**src/rtl/uart_tx_scheduler.sv**
```systemverilog
// uart_tx_scheduler: two requesters share one UART transmit serializer.
// Requesters are arbitrated round-robin, one byte is latched per grant, and
// an 8N1 frame (start, 8 data bits LSB-first, stop) is shifted out. The bit
// timing comes from an internal baud divider.
module uart_tx_scheduler #(
    parameter int CLKS_PER_BIT = 868,
    parameter int DATA_BITS    = 8
) (
    input  logic       tx_clk,
    input  logic       reset,
    input  logic       req0_valid,
    input  logic [7:0] req0_data,
    output logic       req0_ready,
    input  logic       req1_valid,
    input  logic [7:0] req1_data,
    output logic       req1_ready,
    output logic       tx,
    output logic       busy,
    output logic       active_src,
    output logic       uart_done
);

    localparam int CNT_W = (CLKS_PER_BIT > 1) ? $clog2(CLKS_PER_BIT) : 1;
    localparam logic [CNT_W-1:0] CNT_MAX  = CNT_W'(CLKS_PER_BIT - 1);
    localparam logic [2:0]       LAST_BIT = 3'(DATA_BITS - 1);

    typedef enum logic [1:0] {
        IDLE,
        START,
        DATA,
        STOP
    } state_t;

    state_t           state_q, state_d;
    logic [CNT_W-1:0] baud_cnt_q, baud_cnt_d;
    logic [2:0]       bit_idx_q, bit_idx_d;
    logic [7:0]       shift_reg_q, shift_reg_d;
    logic             tx_q, tx_d;
    logic             done_q, done_d;
    logic             active_src_q, active_src_d;
    logic             last_src_q, last_src_d;
    logic             grant0, grant1;
    logic             bit_end;

    // Round-robin grant, offered only while idle; a tie goes to whoever did not win last.
    always_comb begin
        grant0 = 1'b0;
        grant1 = 1'b0;
        if (state_q == IDLE) begin
            if (req0_valid && (!req1_valid || last_src_q)) begin
                grant0 = 1'b1;
            end else if (req1_valid) begin
                grant1 = 1'b1;
            end
        end
    end

    assign bit_end = (baud_cnt_q == CNT_MAX);

    // Frame sequencer: next state, baud counter, shifter and the next tx level.
    always_comb begin
        state_d      = state_q;
        baud_cnt_d   = baud_cnt_q;
        bit_idx_d    = bit_idx_q;
        shift_reg_d  = shift_reg_q;
        tx_d         = tx_q;
        done_d       = 1'b0;
        active_src_d = active_src_q;
        last_src_d   = last_src_q;
        case (state_q)
            IDLE: begin
                tx_d = 1'b1;
                if (grant0 || grant1) begin
                    shift_reg_d  = grant1 ? req1_data : req0_data;
                    active_src_d = grant1;
                    last_src_d   = grant1;
                    state_d      = START;
                    tx_d         = 1'b0;
                    baud_cnt_d   = '0;
                    bit_idx_d    = '0;
                end
            end
            START: begin
                if (bit_end) begin
                    baud_cnt_d = '0;
                    bit_idx_d  = '0;
                    state_d    = DATA;
                    tx_d       = shift_reg_q[0];
                end else begin
                    baud_cnt_d = baud_cnt_q + CNT_W'(1);
                end
            end
            DATA: begin
                if (bit_end) begin
                    baud_cnt_d  = '0;
                    shift_reg_d = shift_reg_q >> 1;
                    if (bit_idx_q == LAST_BIT) begin
                        state_d = STOP;
                        tx_d    = 1'b1;
                    end else begin
                        bit_idx_d = bit_idx_q + 3'd1;
                        tx_d      = shift_reg_q[1];
                    end
                end else begin
                    baud_cnt_d = baud_cnt_q + CNT_W'(1);
                end
            end
            STOP: begin
                if (bit_end) begin
                    baud_cnt_d = '0;
                    state_d    = IDLE;
                    done_d     = 1'b1;
                end else begin
                    baud_cnt_d = baud_cnt_q + CNT_W'(1);
                end
            end
            default: begin
                state_d = IDLE;
                tx_d    = 1'b1;
            end
        endcase
    end

    // State registers; reset drops any frame in flight and parks the line high.
    always_ff @(posedge tx_clk or posedge reset) begin
        if (reset) begin
            state_q      <= IDLE;
            baud_cnt_q   <= '0;
            bit_idx_q    <= '0;
            shift_reg_q  <= '0;
            tx_q         <= 1'b1;
            done_q       <= 1'b0;
            active_src_q <= 1'b0;
            last_src_q   <= 1'b1;
        end else begin
            state_q      <= state_d;
            baud_cnt_q   <= baud_cnt_d;
            bit_idx_q    <= bit_idx_d;
            shift_reg_q  <= shift_reg_d;
            tx_q         <= tx_d;
            done_q       <= done_d;
            active_src_q <= active_src_d;
            last_src_q   <= last_src_d;
        end
    end

    assign req0_ready = grant0;
    assign req1_ready = grant1;
    assign tx         = tx_q;
    assign busy       = (state_q != IDLE);
    assign active_src = active_src_q;
    assign uart_done  = done_q;

endmodule

```
**config.mk**
```make
export PLATFORM = sky130hd
export DESIGN_NAME = uart_tx_scheduler
export DESIGN_NICKNAME = d
export VERILOG_FILES = /design/src/rtl/uart_tx_scheduler.sv
export SDC_FILE = /design/constraint.sdc
export NUM_CORES = 1
export LEC_CHECK = 0
export CAP_MARGIN = 10
export CORE_ASPECT_RATIO = 1.25
export CORE_MARGIN = 3
export CORE_UTILIZATION = 48
export CTS_CLUSTER_SIZE = 14
export DETAILED_ROUTE_END_ITERATION = 10
export PLACE_DENSITY = 0.78
export SYNTH_ARGS = -nofsm -noshare
export SYNTH_HDL_FRONTEND = slang
export SYNTH_SLANG_ARGS = --single-unit
```
**constraint.sdc**
```tcl
create_clock -name tx_clk -period 1.84 [get_ports tx_clk]
set_clock_uncertainty 0.1 [all_clocks]
set_input_delay 0.368 -clock tx_clk [delete_from_list [all_inputs] [get_ports tx_clk]]
set_output_delay 0.368 -clock tx_clk [all_outputs]
set_load 0.02 [all_outputs]
```
After elaboration in Yosys (flattened, before gate mapping) --
Cells that the tools add are included.
Word-level totals: flip-flop bits (word level) 27, bits in latches 0, RAM bits 0, memory bits (read-only) 0, word-level logic and storage cells 65, memories kept 0
Cells by class: add/sub/neg operators 2, $mul 0, div/mod/pow operators 0, $lt $le $gt $ge 0, eq/ne operators 11, shifts and indexed selects 0, multiplexer cells 30, bitwise operators 0, reductions and logical operators 14
Operators by type and width (number):
- $mux 8 | 3
- $mux 10 | 2
- $pmux 10 s2 | 1
- $pmux 8 s2 | 1
- $mux 3 | 4
- $mux 1 | 11
- $add 10x1->10 const B | 1
- $eq 10x10->1 const B | 1
- $mux 2 | 5
- $ne 2x2->1 const B | 5
- $reduce_and 5->1 | 2
- $pmux 3 s3 | 1
- $pmux 2 s4 | 1
- $reduce_and 3->1 | 2
- $eq 2x2->1 const B | 2
- $reduce_bool 2->1 | 2
- $add 3x1->3 const B | 1
- $eq 3x3->1 const B | 1
- $pmux 1 s3 | 1
- $reduce_bool 3->1 | 1
- $reduce_or 3->1 | 1
- $eq 2x1->1 const B | 1
- $logic_not 2->1 | 1
- $logic_or 1x1->1 | 2
- 4 further kinds | 4

Logic depth before layout (Yosys ltp) --
Gate-level depths: netlist of the first run.
word-level depth 8, depth in mapped cells 7, gate-level depth less buffers 6

Worst setup path before layout of the first run --
No wires, ideal clock.
path type reg2reg, start point register state_q[0], end point register shift_reg_q[0], library setup time 0.125 ns, arrival 1.789 ns, required time 1.615 ns, path slack -0.173 ns, stages on the path, launching flop included 7, buffers on the path 1, clock period less this slack 2.013 ns, cells stage by stage dfrtp_1 inv_1 ha_1 buf_1 o21ai_0 a21oi_4 mux2_2
Between the ends: cells in the longest elaborated chain, start to end 5, elaborated cells on any way between the ends 12, those cells by class eq/ne: 3; mux: 5; reduce/logical: 4
RTL lines:
- start: declaration | RTL line 34 | state_t state_q, state_d;
- start signal: assignment | RTL line 136 | state_q <= state_d;
- $logic_not 2->1 | RTL line 49, 70
- $mux 1 | RTL line 49 | if (state_q == IDLE) begin
- $mux 8 or $logic_or 1x1->1 (tied branches) | RTL line 74, 73
- $mux 8 or $ne 2x1->1 (tied branches)
- $pmux 8 s2 or $reduce_and 3->1 (tied branches)
- end signal: assignment | RTL line 139 | shift_reg_q <= shift_reg_d;
- end: declaration | RTL line 37 | logic [7:0] shift_reg_q, shift_reg_d;
Several ways; a longest one is shown, not always the timed one. The select of a mux whose other input is x is not followed. A chain may end at the register's enable or synchronous reset.

Worst setup path in the final report of the first run --
start point register baud_cnt_q[4], end point register shift_reg_q[5]
Between the ends: cells in the longest elaborated chain, start to end 3
RTL lines:
- start: declaration | RTL line 35 | logic [CNT_W-1:0] baud_cnt_q, baud_cnt_d;
- start signal: assignment | RTL line 137 | baud_cnt_q <= baud_cnt_d;
- $eq 10x10->1 | RTL line 58 | assign bit_end = (baud_cnt_q == CNT_MAX);
- $ne 2x2->1 (no source line)
- $reduce_and 3->1 (no source line)
Every way passes these cells.

==> flow_summary.json, run 1 <==
{
  "netlist_instances": 175,
  "clock_latency_ps": 330,
  "timing.fmax_mhz": 487,
  "synth_top_family_by_area": "simple AND/OR/NAND/NOR gates",
  "syn-num-nets": 203,
  "grt_max_degree": 28,
  "cts.sinks": 27,
  "cp-start-kind": "register",
  "min_path_type": "input port to async pin",
  "wl_um": 4750,
  "netlist_area_mm2": 0.00160,
  "peakVddDrop_uv": 318,
  "synth-adder-area-share_pct": 6.27,
  "status": "complete, but fails checks",
  "htree_levels": 1,
  "cts_buffers": 3,
  "final_common_cell": "buf_4",
  "slowest_stage": "dfrtp_1",
  "diodes": 0,
  "ys_seq_elements": 27,
  "r2r_slack_ps": -210,
  "final_layout_size_suffix_gt1_share_pct": 37.9,
  "core_mm2": 0.00306,
  "grt_overflow": 0,
  "rsz0062_at_grt": "true",
  "pwr-share-comb_pct": 8.0,
  "synth_edf_count": 0,
  "initial_core_util_pct": 52.2,
  "antenna_found_initial": 0,
  "finalHoldViolCount": 0,
  "io_pins": 26,
  "synth_warnings": 0,
  "slowest_delay_ps": 410,
  "p_int_w": 0.000724,
  "fin_crit_ps": 2050,
  "maxCapViolations": 0,
  "die_w_um": 57.6,
  "synthMuxAreaShare_pct": 8.39,
  "grtUsageTotal_pct": 22.0,
  "sw_frac_of_total_pct": 21.8,
  "synth_xor_area_share_pct": 0,
  "first_pass_iters": 4,
  "grt_pass1_wl_um": 7180,
  "syn2layout_area_growth_pct": 54.4,
  "synth_compound_area_share_pct": 18.4,
  "die_h_um": 70.5,
  "cp_max_fo": 8,
  "violations": "setup timing",
  "arrival_ps": 2180,
  "wl_per_cell_um": 16.4,
  "portBuffers": 25,
  "crit_required_ps": 1970,
  "drt_iter0_drc": 84,
  "cts_hold_buf": 0,
  "synthSimpleGateAreaFrac_pct": 20.6,
  "drcViolationCount": 0,
  "relSlewSlack_pct": 74.6,
  "via_per_inst": 5.90,
  "ys_async_sr_fraction_pct": 100,
  "cts_tree": "built",
  "cts-root-buf": "clkbuf_4",
  "die_area_mm2": 0.00406,
  "powerDensity_mw_per_mm2": 376,
  "pwr-share-clk_pct": 27.8,
  "hpwl_um": 3020,
  "p_seq_share_pct": 64.1,
  "seqCellArea_um2": 678,
  "antenna_left": 0,
  "fin_crit_sh_pct": 112,
  "first_global_vias": 1691,
  "multi_input_area_um2": 991,
  "mostFrequentLayoutCells": "buf_4 (49), dfrtp_1 (25), clkdlybuf4s50_1 (20), nor2_1 (18), o21ai_0 (17)",
  "synth-main-ff-cell": "dfrtp_1",
  "p_sw_w": 0.000202,
  "worst_slew_pin_slew_ps": 379,
  "clkTransAtPathRegs_ps": 150,
  "p_total_w": 0.000926,
  "yosysUniqueCellTypes": 34,
  "fill_cells": 182,
  "post-place-ws_ps": -419,
  "seq_area_frac_synth_pct": 42.5,
  "avgSynthCellArea_um2": 9.12,
  "cp_cell_sequence": "or3b_4, or3_4, a21oi_4, buf_12, mux2_2",
  "p_leak_nw": 1.10,
  "final_nets": 282,
  "num_rows": 22,
  "timing.hold.ws_ps": 276,
  "setup_viol": 21,
  "vias": 1705,
  "clockBufferDepth": 2,
  "globalplace.congestion": 0.860,
  "timing_worst_setup_path_type": "register to register",
  "finalMaxSlewViolations": 0,
  "layout_setup_ws_ps": -215,
  "setup_tns_ps": -2490,
  "critPathCaptureType": "register"
}
[cell type report]
type / instances / share of cell area [%]
flip-flops and latches: 27 / 27.5
repair buffers: 79 / 27.9
inverters: 9 / 1.37
clock buffers: 4 / 1.07
well taps: 36 / 1.83
multi-input cells: 134 / 40.2
[synthesized netlist by cell type (all sizes together), types with 4 or more instances]
| master | count | share of area (%) |
|---|---|---|
| inv | 9 | 2.1 |
| dfrtp | 25 | 39 |
| o21ai | 25 | 7.8 |
| nor3 | 4 | 1.3 |
| nand3 | 10 | 3.1 |
| nor2 | 19 | 4.5 |
| a21oi | 6 | 2.6 |
| mux2 | 11 | 7.8 |
| or3 | 4 | 2.0 |
| a31oi | 11 | 4.3 |
| ha | 8 | 6.3 |
| nand2 | 13 | 3.1 |
[kinds of logic (layout without fill, tap and decap cells)]
| logic type | count (synthesis) | after routing |
|---|---|---|
| adders and majority gates | 8 | 8 |
| muxes | 12 | 12 |
| buffers and inverters | 14 | 92 |
| and+or+nand+nor | 65 | 65 |
| DFF | 27 | 27 |
| AOI/OAI and AO/OA | 49 | 49 |
[sequential cells by signal, summed over array words and instances (netlist names)]
register and count:
shift_reg_q 8, uart_done 1, state_q 2, active_src 1
last_src_q 1, baud_cnt_q 10, tx 1, bit_idx_q 3
[power groups by stage]
stage | Clock, W | Sequential [W] | Combinational [W]
after CTS | 0.000262 | 0.000594 | 0.0000712
final | 0.000258 | 0.000594 | 0.0000745
after detailed placement | 0 | 0.000605 | 0.0000705
after floorplan | 0 | 0.000605 | 0.0000178
after global placement | 0 | 0.000605 | 0.0000682
after global routing | 0.000291 | 0.000594 | 0.0000803
[worst paths after layout]
kind	startpoint	to	cells past startpoint
max reg2reg	baud_cnt_q[4]	shift_reg_q[5]	5
min	reset	baud_cnt_q[5]	3
min reg2reg	bit_idx_q[0]	bit_idx_q[0]	1
max in group asynchronous	reset	tx	3
max	baud_cnt_q[4]	shift_reg_q[5]	5
min in group tx_clk	bit_idx_q[0]	bit_idx_q[0]	1
[per-stage QoR]
step	cells	instance area, um^2	utilization (%)
6_report	289	2460	80.6
5_1_grt	289	2460	80.6
4_1_cts	281	2310	75.8
3_5_place_dp	273	2180	71.5
3_3_place_gp	273	2180	71.5
2_1_floorplan	175	1600	-
[repair_timing]
action,CTS,global route
gates resized for setup,39,23
endpoints found under the setup margin,19,27
buffers inserted,4,8
pin swaps,4,6
[routing by layer]
layer,GRT usage [%],up-vias,part of all wire [%]
li1,-,791,-
met1,25.5,832,39
met2,41.3,72,53
met3,2.59,10,5.6
met4,5.93,0,1.7
met5,0,-,0
[critical path, delay by kind of cell (launching register included)]
family	cells	cell delay (ps)
compound gates	1	160
simple gates	2	790
flops	1	410
buf+inv	1	150
mux	1	340
Note: power is estimated with default switching activity, not from simulation.
==> inputs of run 2 (changes only) <==
SLEW_MARGIN = 30   (was not set)
==> results of run 2 <==
No change in the layout: final DEF, timing and power equal those of run 1.
